`config.mk`:
```
export PLATFORM = sky130hd
export DESIGN_NAME = writeback_arbiter
export DESIGN_NICKNAME = d
export VERILOG_FILES = /design/src/rtl/writeback_arbiter.sv
export SDC_FILE = /design/constraint.sdc
export NUM_CORES = 1
export LEC_CHECK = 0
export BUFFER_PORTS_ARGS = -buffer_cell sky130_fd_sc_hd__clkbuf_2
export CAP_MARGIN = 10
export CORE_MARGIN = 2
export CORE_UTILIZATION = 42
export DETAILED_ROUTE_END_ITERATION = 8
export PLACE_DENSITY = 0.88
export SYNTH_ARGS = -nofsm -noshare
export SYNTH_HDL_FRONTEND = slang
export SYNTH_SLANG_ARGS = --single-unit
```
`constraint.sdc`:
```
create_clock -name i_clk -period 2.41 [get_ports i_clk]
set_clock_uncertainty 0.05 [all_clocks]
set_input_delay 0.241 -clock i_clk [delete_from_list [all_inputs] [get_ports i_clk]]
set_output_delay 0.241 -clock i_clk [all_outputs]
set_load 0.01 [all_outputs]
```
`src/rtl/writeback_arbiter.sv`:
```
// Writeback stage: round-robin selection of one X__W message per cycle from the
// execute pipes, one register stage, then register-file write and completion.
module writeback_arbiter #(
  parameter int p_addr_bits    = 32,
  parameter int p_data_bits    = 32,
  parameter int p_seq_num_bits = 5,
  parameter int p_num_pipes    = 2
) (
  input  logic                                  i_clk,
  input  logic                                  i_rst,
  input  logic [p_num_pipes-1:0]                i_x_val,
  output logic [p_num_pipes-1:0]                o_x_rdy,
  input  logic [p_num_pipes*p_addr_bits-1:0]    i_x_pc,
  input  logic [p_num_pipes*p_seq_num_bits-1:0] i_x_seq_num,
  input  logic [p_num_pipes*5-1:0]              i_x_waddr,
  input  logic [p_num_pipes*p_data_bits-1:0]    i_x_wdata,
  input  logic [p_num_pipes-1:0]                i_x_wen,
  output logic [4:0]                            o_rf_waddr,
  output logic [p_data_bits-1:0]                o_rf_wdata,
  output logic                                  o_rf_wen,
  output logic                                  o_cmp_val,
  output logic [p_addr_bits-1:0]                o_cmp_pc,
  output logic [p_seq_num_bits-1:0]             o_cmp_seq_num
);

  localparam int LP_PW = (p_num_pipes > 1) ? $clog2(p_num_pipes) : 1;

  logic [LP_PW-1:0]          r_ptr;
  logic [LP_PW-1:0]          w_ptr_acc;
  logic [LP_PW-1:0]          w_ptr_nxt;
  logic [2*p_num_pipes-1:0]  w_dbl;
  logic [2*p_num_pipes-1:0]  w_gnt_dbl;
  logic [p_num_pipes-1:0]    w_rot;
  logic [p_num_pipes-1:0]    w_onehot;
  logic [p_num_pipes-1:0]    w_grant;
  logic                      w_any;

  logic [p_addr_bits-1:0]    w_pc;
  logic [p_seq_num_bits-1:0] w_seq;
  logic [4:0]                w_waddr;
  logic [p_data_bits-1:0]    w_wdata;
  logic                      w_wen;

  logic                      r_wb_val;
  logic                      r_rf_wen;
  logic [p_addr_bits-1:0]    r_pc;
  logic [p_seq_num_bits-1:0] r_seq;
  logic [4:0]                r_waddr;
  logic [p_data_bits-1:0]    r_wdata;

  // Rotate valids so ptr sits at bit 0, pick the lowest set bit, rotate back.
  always_comb begin
    w_dbl    = {i_x_val, i_x_val} >> r_ptr;
    w_rot    = w_dbl[p_num_pipes-1:0];
    w_onehot = '0;
    for (int k = p_num_pipes - 1; k >= 0; k--) begin
      if (w_rot[k]) begin
        w_onehot    = '0;
        w_onehot[k] = 1'b1;
      end else begin
        w_onehot = w_onehot;
      end
    end
    w_gnt_dbl = {{p_num_pipes{1'b0}}, w_onehot} << r_ptr;
    if (i_rst) begin
      w_grant = '0;
    end else begin
      w_grant = w_gnt_dbl[2*p_num_pipes-1:p_num_pipes] | w_gnt_dbl[p_num_pipes-1:0];
    end
    w_any = |w_grant;
  end

  assign o_x_rdy = w_grant;

  // One-hot AND-OR mux of the granted pipe's fields and its successor pointer.
  always_comb begin
    w_pc      = '0;
    w_seq     = '0;
    w_waddr   = 5'd0;
    w_wdata   = '0;
    w_wen     = 1'b0;
    w_ptr_acc = '0;
    for (int i = 0; i < p_num_pipes; i++) begin
      w_pc      = w_pc    | ({p_addr_bits{w_grant[i]}}    & i_x_pc[i*p_addr_bits +: p_addr_bits]);
      w_seq     = w_seq   | ({p_seq_num_bits{w_grant[i]}} & i_x_seq_num[i*p_seq_num_bits +: p_seq_num_bits]);
      w_waddr   = w_waddr | ({5{w_grant[i]}}              & i_x_waddr[i*5 +: 5]);
      w_wdata   = w_wdata | ({p_data_bits{w_grant[i]}}    & i_x_wdata[i*p_data_bits +: p_data_bits]);
      w_wen     = w_wen   | (w_grant[i] & i_x_wen[i]);
      w_ptr_acc = w_ptr_acc | ({LP_PW{w_grant[i]}} & LP_PW'((i + 1) % p_num_pipes));
    end
    w_ptr_nxt = w_any ? w_ptr_acc : r_ptr;
  end

  // Stage register; x0 suppression is folded into the registered write strobe.
  always_ff @(posedge i_clk or posedge i_rst) begin
    if (i_rst) begin
      r_ptr    <= '0;
      r_wb_val <= 1'b0;
      r_rf_wen <= 1'b0;
      r_pc     <= '0;
      r_seq    <= '0;
      r_waddr  <= 5'd0;
      r_wdata  <= '0;
    end else begin
      r_ptr    <= w_ptr_nxt;
      r_wb_val <= w_any;
      r_rf_wen <= w_any & w_wen & (w_waddr != 5'd0);
      if (w_any) begin
        r_pc    <= w_pc;
        r_seq   <= w_seq;
        r_waddr <= w_waddr;
        r_wdata <= w_wdata;
      end else begin
        r_pc    <= r_pc;
        r_seq   <= r_seq;
        r_waddr <= r_waddr;
        r_wdata <= r_wdata;
      end
    end
  end

  assign o_rf_waddr    = r_waddr;
  assign o_rf_wdata    = r_wdata;
  assign o_rf_wen      = r_rf_wen;
  assign o_cmp_val     = r_wb_val;
  assign o_cmp_pc      = r_pc;
  assign o_cmp_seq_num = r_seq;

endmodule

```
==> summary.md <==
| Metric | Value |
|---|---|
| Status | `complete, no violations` |
| Total Neg Setup Slack | `0 ps` |
| Setup crit start kind | `input pin` |
| Drt pass-1 iters | `4` |
| Remaining antenna violation count | `0` |
| Fin crit share | `0.842` |
| Vias in the first global route | `3157` |
| Worst-path fanout max | `35` |
| Ys Warns | `0` |
| H-tree levels | `3` |
| Worst R2R End | `o_rf_wdata[29]$_DFFE_PP0P_` |
| Int Power | `2.46 mW` |
| DIE HEIGHT | `94.5 um` |
| Count of nets after finishing | `649` |
| Synthesized instance count | `270` |
| Pin count of the biggest net entering global routing | `74` |
| CTS Buffer Depth | `2` |
| # DRC | `0` |
| WP data required | `2120 ps` |
| Die width | `94.5 um` |
| Mapped Area | `0.00344 mm2` |
| Unique masters post-synth | `20` |
| Worst r2r src | `r_ptr$_DFFE_PP0P_` |
| Antenna violations before repair | `0` |
| Met3 Wirelength | `725 um` |
| Sw power | `0.986 mW` |
| Initial core utilization | `0.438` |
| Commonest non-fill, non-tap cell in the layout | `clkbuf_2` |
| Final worst slack | `381 ps` |
| FF/Latch Area | `0.00193 mm2` |
| Sequential power share | `0.461` |
| CP Capture Type | `output pin` |
| Post-CTS Setup Inserts | `0` |
| Vias | `3165` |
| Hold path startpoint | `i_x_pc[0]` |
| RD Place Congestion | `0.829` |
| Worst-path clk slew | `90 ps` |
| I/O pins | `232` |
| I/O Buffers | `231` |
| Peak supply drop | `0.000309 V` |
| Max Fclk | `493 MHz` |
| Core footprint | `0.00785 mm2` |
| CP Launch Point | `i_rst` |
| Total grt overflow | `0` |
| Multi-input gate area | `0.00134 mm2` |
| Reg2Reg Setup Slack | `670 ps` |
| Share of layout cells above drive strength 1 | `0.520` |
| # hold bufs at CTS | `1` |
| Diode count | `0` |
| Top Metal Used | `met4` |
| RSZ-0062 raised after global routing | `false` |
| Routed len/inst | `16.1 um` |
| Measured slew at the worst slew-check pin | `887 ps` |
| Die area | `0.00892 mm2` |
| Slew HR | `0.408` |
| CTS tree | `built` |
| Synth-to-Final Area Change | `41.4%` |
| # setup viols final | `0` |
| Syn Nets | `424` |
| Leak | `2.58 nW` |
| Hold Fails Final Rpt | `0` |
| Clock Latency Late Sink | `340 ps` |
| Pre-CTS WS | `339 ps` |
| Met2 wire length | `4.94 mm` |
| Worst min-delay path class | `in -> reg` |
| Sink Count | `77` |
| Logic gate share of total power | `0.250` |
| Min cycle time layout | `2030 ps` |
| Hold EP | `o_cmp_pc[0]$_DFFE_PP0P_` |
| Hold path depth | `2` |
| Clock power frac | `0.290` |
| Hpwl dp | `7.21 mm` |
| Critical path type | `in -> out` |
| Vias per inst | `5.26` |
| Starting DRT DRC Count | `101` |
| CTS root buffer | `clkbuf_8` |
| Fillers | `647` |
| Post-Route M1 WL | `3.87 mm` |
| Sw frac | `0.286` |
| Max Transition Viols Final | `0` |
| Sequential area share after synthesis | `0.561` |
| Max_cap viols | `0` |
| Drt total wl | `9.69 mm` |
| Most frequent cells in the layout | `clkbuf_2, dfrtp_1, a221o_1` |
| Yosys reg bits | `77` |
| Syn_area_per_cell | `12.7 um2` |
| Total GRT Usage | `0.214` |
| Reg2reg path depth | `4` |
| Post_cts resized | `0` |
| First-pass GRT wire length | `14.7 mm` |
| CP arrival | `1740 ps` |
| Rows | `32` |
| Pwr dens | `709 mW/mm2` |
| TritonCTS Buffers | `9` |
==> worst max-delay path, cell delays in order <==
cell and delay, ps:
dlygate4sd3_1 540, clkbuf_2 190, clkinv_2 150, and2_4 410
clkbuf_2 210
==> state kept, by name (all words and copies together) (netlist names) <==
register and flops:
r_ptr 1, o_cmp_val 1, o_rf_wen 1, o_cmp_pc 32, o_cmp_seq_num 5, o_rf_wdata 32
o_rf_waddr 5
==> cell families after synthesis <==
group / after synthesis / share of synthesized area
AO/OA/AOI/OAI: 86 / 0.242
buffers and inverters: 27 / 0.0546
flip-flops: 77 / 0.561
AND/OR/NAND/NOR: 80 / 0.143
==> through the flow <==
stage	utilization	power (mW)	cells	area, um2	hold slack (ps)
after floorplan	-	2.06	270	3440	336
after global placement	0.588	2.43	584	4610	181
after detailed placement	0.588	2.47	584	4610	179
after CTS	0.616	3.48	601	4830	53.0
after global routing	0.619	3.64	602	4860	51.7
final	0.619	3.45	602	4860	66.8
==> synthesized netlist by cell type (all sizes together) <==
| library cell | n | share of area |
|---|---|---|
| dfrtp | 77 | 0.56 |
| and2 | 70 | 0.13 |
| a221o | 69 | 0.20 |
| buf | 19 | 0.046 |
| a32oi | 6 | 0.015 |
| clkbuf | 6 | 0.0066 |
| nor2 | 6 | 0.0073 |
| o21ai | 5 | 0.0084 |
| a21o | 4 | 0.0087 |
| nand2 | 3 | 0.0033 |
| inv | 2 | 0.0022 |
| a21boi | 1 | 0.0055 |
| nand2b | 1 | 0.0040 |
| o41a | 1 | 0.0033 |
==> per-layer routing <==
| layer | vias up | track usage |
|---|---|---|
| met5 | - | 0 |
| met4 | 0 | 0.0821 |
| met3 | 15 | 0.0583 |
| met2 | 159 | 0.384 |
| met1 | 1508 | 0.243 |
| li1 | 1483 | - |
==> worst max path at each step <==
stage                                 to  slack (ps)  depth (start not counted)
2_1_floorplan   o_cmp_pc[16]$_DFFE_PP0P_           8                          7
3_3_place_gp   o_rf_waddr[0]$_DFFE_PP0P_         460                          5
3_5_place_dp   o_rf_waddr[3]$_DFFE_PP0P_         340                          5
4_1_cts                       o_x_rdy[0]         370                          5
5_1_grt                       o_x_rdy[1]         270                          5
6_report                      o_x_rdy[0]         380                          5
==> layout make-up <==
class / count / area share
clock buffer: 11 / 0.0312
clock inverter: 5 / 0.0121
inverter: 2 / 0.00180
multi-input combinational: 166 / 0.275
sequential: 77 / 0.396
tap: 102 / 0.0263
timing repair buffer: 239 / 0.257
==> power groups by stage <==
stage | logic (mW) | clock network, mW | registers (mW)
final | 0.860 | 0.998 | 1.59
after global routing | 0.938 | 1.09 | 1.61
after CTS | 0.862 | 1.03 | 1.59
after detailed placement | 0.857 | 0 | 1.61
after global placement | 0.831 | 0 | 1.60
after floorplan | 0.371 | 0 | 1.69
Note: power is estimated with default switching activity, not from simulation.
